## src/rtl/lut_sweeper.sv

```systemverilog
// lut_sweeper: programmable N-input boolean function unit.
//   Holds a 2^N-entry truth table (bit i = f(minterm i)). In IDLE it either
//   evaluates one vector x (result on the next cycle) or, on start, streams
//   every minterm 0..2^N-1 in order, one registered result per cycle, while
//   counting the 1-results. A DONE cycle with a done pulse follows the last
//   minterm; stop aborts a sweep without a done pulse.
// Optional feature (macro LUT_SWEEPER_CHECK_EN): second "expected" table,
//   loaded with cfg_sel=1; err counts streamed minterms where the function
//   table differs from it. Without the macro err is tied to 0.
// Ports:
//   clk, rst_n            clock, async active-low reset (clears both tables)
//   cfg_we/sel/addr/data  table write port, honoured only in IDLE
//   start, stop, eval, x  sweep start / abort, single evaluation of x
//   s, idx, valid         registered result, its minterm, fresh-result flag
//   busy, done            sweep in progress, one-cycle end-of-sweep pulse
//   ones, err             N+1-bit counts of 1-results / expected mismatches
module lut_sweeper #(
  parameter int N = 4
) (
  input  logic         clk,
  input  logic         rst_n,
  input  logic         cfg_we,
  input  logic         cfg_sel,
  input  logic [N-1:0] cfg_addr,
  input  logic         cfg_data,
  input  logic         start,
  input  logic         stop,
  input  logic         eval,
  input  logic [N-1:0] x,
  output logic         s,
  output logic [N-1:0] idx,
  output logic         valid,
  output logic         busy,
  output logic         done,
  output logic [N:0]   ones,
  output logic [N:0]   err
);

  localparam int           DEPTH = 1 << N;
  localparam logic [N-1:0] LAST  = N'(DEPTH - 1);

  typedef enum logic [1:0] {IDLE, SWEEP, DONE} state_t;

  state_t             r_state, w_next;
  logic [DEPTH-1:0]   r_tbl;
  logic               r_s, r_valid, r_done;
  logic [N-1:0]       r_idx;
  logic [N:0]         r_ones;
  logic [N-1:0]       w_nxt;
  logic               w_cfg_ok;

  assign w_nxt    = r_idx + N'(1);
  assign w_cfg_ok = cfg_we && (r_state == IDLE);

  // State register
  always_ff @(posedge clk or negedge rst_n) begin
    if (!rst_n) r_state <= IDLE;
    else        r_state <= w_next;
  end

  // Next state. In SWEEP, r_idx is the minterm currently on the outputs.
  always_comb begin
    w_next = r_state;
    case (r_state)
      IDLE:    if (start) w_next = SWEEP;
      SWEEP:   if (stop) w_next = IDLE;
               else if (r_idx == LAST) w_next = DONE;
      DONE:    w_next = IDLE;
      default: w_next = IDLE;
    endcase
  end

  // Function table: writable only while idle, frozen during a sweep.
  always_ff @(posedge clk or negedge rst_n) begin
    if (!rst_n)                   r_tbl <= '0;
    else if (w_cfg_ok && !cfg_sel) r_tbl[cfg_addr] <= cfg_data;
  end

  // Result datapath. ones accumulates the result currently shown, so the
  // count covers exactly the valid cycles, including the one in which stop
  // is sampled, and is final in the DONE cycle.
  always_ff @(posedge clk or negedge rst_n) begin
    if (!rst_n) begin
      r_s     <= 1'b0;
      r_idx   <= '0;
      r_valid <= 1'b0;
      r_done  <= 1'b0;
      r_ones  <= '0;
    end else begin
      r_valid <= 1'b0;
      r_done  <= 1'b0;
      case (r_state)
        IDLE: begin
          if (start) begin
            r_s     <= r_tbl[0];
            r_idx   <= '0;
            r_valid <= 1'b1;
            r_ones  <= '0;
          end else if (eval) begin
            r_s     <= r_tbl[x];
            r_idx   <= x;
            r_valid <= 1'b1;
          end
        end
        SWEEP: begin
          r_ones <= r_ones + (N+1)'(r_s);
          if (!stop) begin
            if (r_idx == LAST) begin
              r_done <= 1'b1;
            end else begin
              r_s     <= r_tbl[w_nxt];
              r_idx   <= w_nxt;
              r_valid <= 1'b1;
            end
          end
        end
        default: ;
      endcase
    end
  end

`ifdef LUT_SWEEPER_CHECK_EN
  logic [DEPTH-1:0] r_exp;
  logic [N:0]       r_err;

  always_ff @(posedge clk or negedge rst_n) begin
    if (!rst_n)                   r_exp <= '0;
    else if (w_cfg_ok && cfg_sel) r_exp[cfg_addr] <= cfg_data;
  end

  // Same accounting as ones: compare the minterm currently shown.
  always_ff @(posedge clk or negedge rst_n) begin
    if (!rst_n)                             r_err <= '0;
    else if (r_state == IDLE && start)      r_err <= '0;
    else if (r_state == SWEEP)              r_err <= r_err + (N+1)'(r_s ^ r_exp[r_idx]);
  end

  assign err = r_err;
`else
  assign err = '0;
`endif

  assign s     = r_s;
  assign idx   = r_idx;
  assign valid = r_valid;
  assign done  = r_done;
  assign busy  = (r_state == SWEEP);
  assign ones  = r_ones;

endmodule

```

## config.mk

```make
export PLATFORM = sky130hd
export DESIGN_NAME = lut_sweeper
export DESIGN_NICKNAME = d
export VERILOG_FILES = /design/src/rtl/lut_sweeper.sv
export SDC_FILE = /design/constraint.sdc
export NUM_CORES = 1
export LEC_CHECK = 0
export CORE_MARGIN = 5
export CORE_UTILIZATION = 45
export DETAILED_ROUTE_END_ITERATION = 8
export PLACE_DENSITY = 0.8
export SYNTH_ARGS = -nofsm -noshare
export SYNTH_HDL_FRONTEND = slang
export SYNTH_SLANG_ARGS = --single-unit
```

## constraint.sdc

```tcl
create_clock -name clk -period 4.31 [get_ports clk]
set_input_delay 0.862 -clock clk [delete_from_list [all_inputs] [get_ports clk]]
set_output_delay 0.862 -clock clk [all_outputs]
set_load 0.02 [all_outputs]
```

* After elaboration in Yosys (flattened, before gate mapping)
Cells that the tools add are included.
** Operators by class
- Add/subtract/negate cells :: 2
- Magnitude comparators :: 4
- Reductions and logical operators :: 9
- Mux-type cells :: 31
- Eq/ne operators :: 7
** Operators with widths (number)
- $bwmux 16 :: 1
- $mux 4 :: 4
- $lt 4x5->1 const B :: 3
- $mux 1 :: 14
- $pmux 5 s2 :: 1
- $bmux 1 s4 :: 2
- $pmux 4 s2 :: 1
- $mux 2 :: 3
- $ne 2x2->1 const B :: 3
- $add 5x1->5 :: 1
- $mux 5 :: 1
- $add 4x1->4 const B :: 1
- $demux 1 s4 :: 1
- $eq 4x4->1 const B :: 1
- $ge 4x1->1 const B :: 1
- $pmux 1 s2 :: 2
- $pmux 2 s2 :: 1
- $reduce_and 2->1 :: 2
- $reduce_and 4->1 :: 1
- $logic_and 1x1->1 :: 3
- $ne 3x2->1 const B :: 1
- $ne 3x3->1 const B :: 1
- $eq 2x1->1 const B :: 1
- $logic_not 2->1 :: 1
- other kinds (2) :: 2
** Word-level totals
- Input bits :: 16
- Word-level logic and storage cells :: 60
- Output and inout port bits :: 18
- Register bits :: 30

* Depth between registers and ports, before layout
- Word-level depth :: 6
- Depth in mapped cells :: 7

* Least setup slack after synthesis
No wires, ideal clock.
- Path type :: reg2out
- From :: reg r_state[1]
- To :: out busy
- Path slack :: 2.357 ns
- Cell stages (with the launch flop) :: 4
- Arrival time :: 1.091 ns
- Required time :: 3.448 ns
- Path through :: dfrtp_1 nand2b_1 inv_1 clkbuf_1
** Between the ends
- Cells in the longest elaborated chain, start to end :: 1
** Ends and longest elaborated chain
- from (decl) :: line 44 : state_t r_state, w_next;
- from (signal assigned) :: line 58 : else r_state <= w_next;
- $eq 2x1->1 :: line 147 : assign busy = (r_state == SWEEP);
- to (decl) :: line 33 : output logic busy,
Every way passes these cells.

* Final worst setup path
Same ends and word-level chain as after synthesis.

==> run summary <==
The run finished with clean final reports. The detailed-route vias per instance is 5.60. The final period utilization is 0.705. The top achievable clock speed came out at 0.329 GHz. On the worst path, the slowest cell contributes a delay of 0.68 ns. The total half-perimeter wirelength after legalization and detailed placement is 2830 um. The overall track demand over capacity in global routing came out at 0.160. The total of hold buffers inserted after clock tree synthesis is 0. Setup repair after global routing left no endpoint under its margin. The first-pass GRT wire length is 6630 um.

In the routed design, unresolved DRC markers number 0. The shortest clock period the worst path allows after layout is 3.04 ns. The cell type of the slowest stage on the worst timing path is sky130_fd_sc_hd__clkdlybuf4s50_1.

The vertical die dimension is 73.0 um. Summed over all cells, the static leakage comes to 0.937 nW. The largest fanout of any net on the critical path came out at 13. The synthesized area per cell came out at 11.2 sq um.

The max-slew headroom at the worst pin is 0.489. The weighted congestion reported at the end of routability-driven placement came out at 0.883. The startpoint identified for the worst hold timing path is ones[3].

The hold violation total from the final report came out at 0. The total number of clock tree sinks came out at 30. The share of synthesized area in the top cell type comes to 0.421.

The worst register-to-register path begins at idx[0]. The worst slack after detailed placement is 1.45 ns. In the post-synthesis netlist, the cell with the most instances is sky130_fd_sc_hd__dfrtp_1. The final layout contains 207 nets. TritonCTS built the clock tree.

The number of buffers added by the clock tree synthesis step is 5. In the synthesized netlist the dominant register cell turns out to be sky130_fd_sc_hd__dfrtp_1. The post-CTS clock slew at the launch and capture registers of the worst setup and hold paths is 0.06 ns. The number of distinct library cells after synthesis came out at 41.

Counting instances in the post-synthesis netlist gives the leading cell types as sky130_fd_sc_hd__dfrtp_1, sky130_fd_sc_hd__nand2_1, sky130_fd_sc_hd__mux2_2. The routed layout has 1327 vias. The quantity of I/O buffers inserted on ports came out at 28.

Once detail routing completed, the nets flagged for antenna violations numbered 0. The number of antenna diodes came out at 0. Summing every instance area after synthesis gives 0.00178 sq mm. The end-of-flow core utilization came out at 0.576. The number of buffers on the longest clock path came out at 2.

The beginning of the critical path is r_state[1]. Counting both buffers and inverters, the worst setup path holds a total of 2. The number of synthesized register bits came out at 30. The setup-violating endpoint count in the final report is 0. Setup total negative slack on the finished layout was measured at 0 ns. The kind of cell with the highest combined delay along the critical path is buffers and inverters.

The number of H-tree branching levels came out at 2. The critical path in this run is classified as flop to output pin. The instance count of the mapped netlist came out at 159.

The top cell type by total area after synthesis is sky130_fd_sc_hd__dfrtp_1. The number of inserted filler cells in the final layout came out at 318. The count of cells resized by post-cts repair is 0.

The die covers 0.00532 sq mm. The number of top-level pins came out at 34. The cell row count came out at 22. The via count of the first global-routing pass came to 1369. After synthesis, the share of flip-flops with an asynchronous set or reset is 1.00. The routed length per placed instance came out at 16.1 um. For this run the aggregate overflow at the end of global routing stands at 0. The worst setup path is launched from a flop.

After layout, the design draws a total of 1.10 mW. After the first detailed-routing iteration, the DRC count stood at 99. Clock latency on the worst-skew pair, taken at its later pin, is 0.28 ns. VDD sags by at most 0.000234 V. The root buffer cell is sky130_fd_sc_hd__clkbuf_8. The proportion of layout cells with a drive suffix above 1 came out at 0.159. The die outline width is 73.0 um. Traced cell by cell, the critical path runs through nand2b_1, inv_1, clkdlybuf4s50_1. For this configuration, the core starts out at a cell density of 0.477. Final hold analysis gives a worst-case slack of 0.511 ns. Buffers added to address setup during post-CTS repair amount to 0. The total power per unit cell area is 510 mW/mm^2.

Data on the critical path arrives at its endpoint at 2.18 ns. The worst hold path class is flop to flop. Entering global routing, the biggest net connects 31 pins. The final worst slack is 1.27 ns. Compared with the post-synthesis result, the final layout area differs by 20.8%. The sequential element share of the synthesized area came out at 0.421. The area inside the core boundary is 0.00374 sq mm. For this run, the detailed router's first-pass iteration total came to 4. By area the synthesized netlist is led by sky130_fd_sc_hd__dfrtp_1, sky130_fd_sc_hd__mux2_2, sky130_fd_sc_hd__mux4_1. The initial antenna violation count came out at 0. The number of flops mapped to enable cells by yosys is 0. Data on the critical path is required at its endpoint by 3.45 ns. The total routed wirelength is 3820 um. The number of violations of the max-capacitance limit is 0. The number of warnings reported in the yosys synthesis log is 0.

The actual transition at the worst max-transition pin is 0.766 ns. STA classifies the critical path endpoint as an output pin. The final max-slew violation count is 0. Clock skew on the completed layout was measured at 0.00196 ns.
## registers in the layout, summed over array words and instances (netlist names)
register,flops
r_tbl,16
ones,5
idx,4
r_state,2
done,1
s,1
valid,1
## layout by cell type, fill, tap and decap left out, drive strengths merged, types with 2 or more instances in the layout
cell	Yosys	final
nor3	4	4
mux2	18	18
nand2b	2	2
inv	2	2
a211oi	2	2
dfrtp	30	30
o21ai	5	5
nand3	11	11
mux4	8	8
conb	1	5
mux2i	2	2
nand2	25	25
clkbuf	2	7
nor3b	3	3
a21oi	4	4
ha	3	3
nor2b	2	2
clkdlybuf4s50	0	28
nor2	9	9
nand4	2	2
xor2	2	2
## metal layers
metal,global-route usage,part of all wire,vias up
met2,0.261,0.50,44
met1,0.211,0.43,648
met5,0,0,-
li1,-,-,628
met4,0.0492,0.012,0
met3,0.0358,0.062,7
## cell families after synthesis
logic type,share of synthesized area
adder cells (fa/ha/maj),0.0210
AO/OA/AOI/OAI,0.0757
flip-flops,0.421
XOR/XNOR,0.0147
buffers and inverters,0.0512
other,0.00210
AND/OR/NAND/NOR,0.180
multiplexers,0.234
## final timing paths
path | slack, ns | endpoint | cells after the start
setup / recovery | 1.27 | busy | 3
hold / removal | 0.51 | ones[3] | 1
setup reg to reg | 1.99 | s | 6
hold reg to reg | 0.51 | ones[3] | 1
max in group asynchronous | 3.05 | idx[3] | 2
min in group asynchronous | 0.98 | idx[2] | 2
## cell type report
type                    count  area (sq um)  area share
multi-input cells         120           957       0.444
repair buffers             29           288       0.134
clock inverters             1          5.00     0.00232
flip-flops and latches     30           751       0.348
clock buffers               7          86.3      0.0401
inverters                   2          7.51     0.00348
well taps                  48          60.1      0.0279
## stage by stage
stage | cell area, sq um | instances
finish | 2150 | 237
global route | 2150 | 237
CTS | 2150 | 237
detailed placement | 2060 | 229
global placement | 2060 | 229
floorplan | 1800 | 163
## power breakdown
| part | switching, mW | internal [mW] | leakage, nW |
|---|---|---|---|
| registers | 0.0829 | 0.347 | 0.392 |
| logic | 0.206 | 0.229 | 0.496 |
| clock network | 0.105 | 0.129 | 0.0482 |
Note: power is estimated with default switching activity, not from simulation.
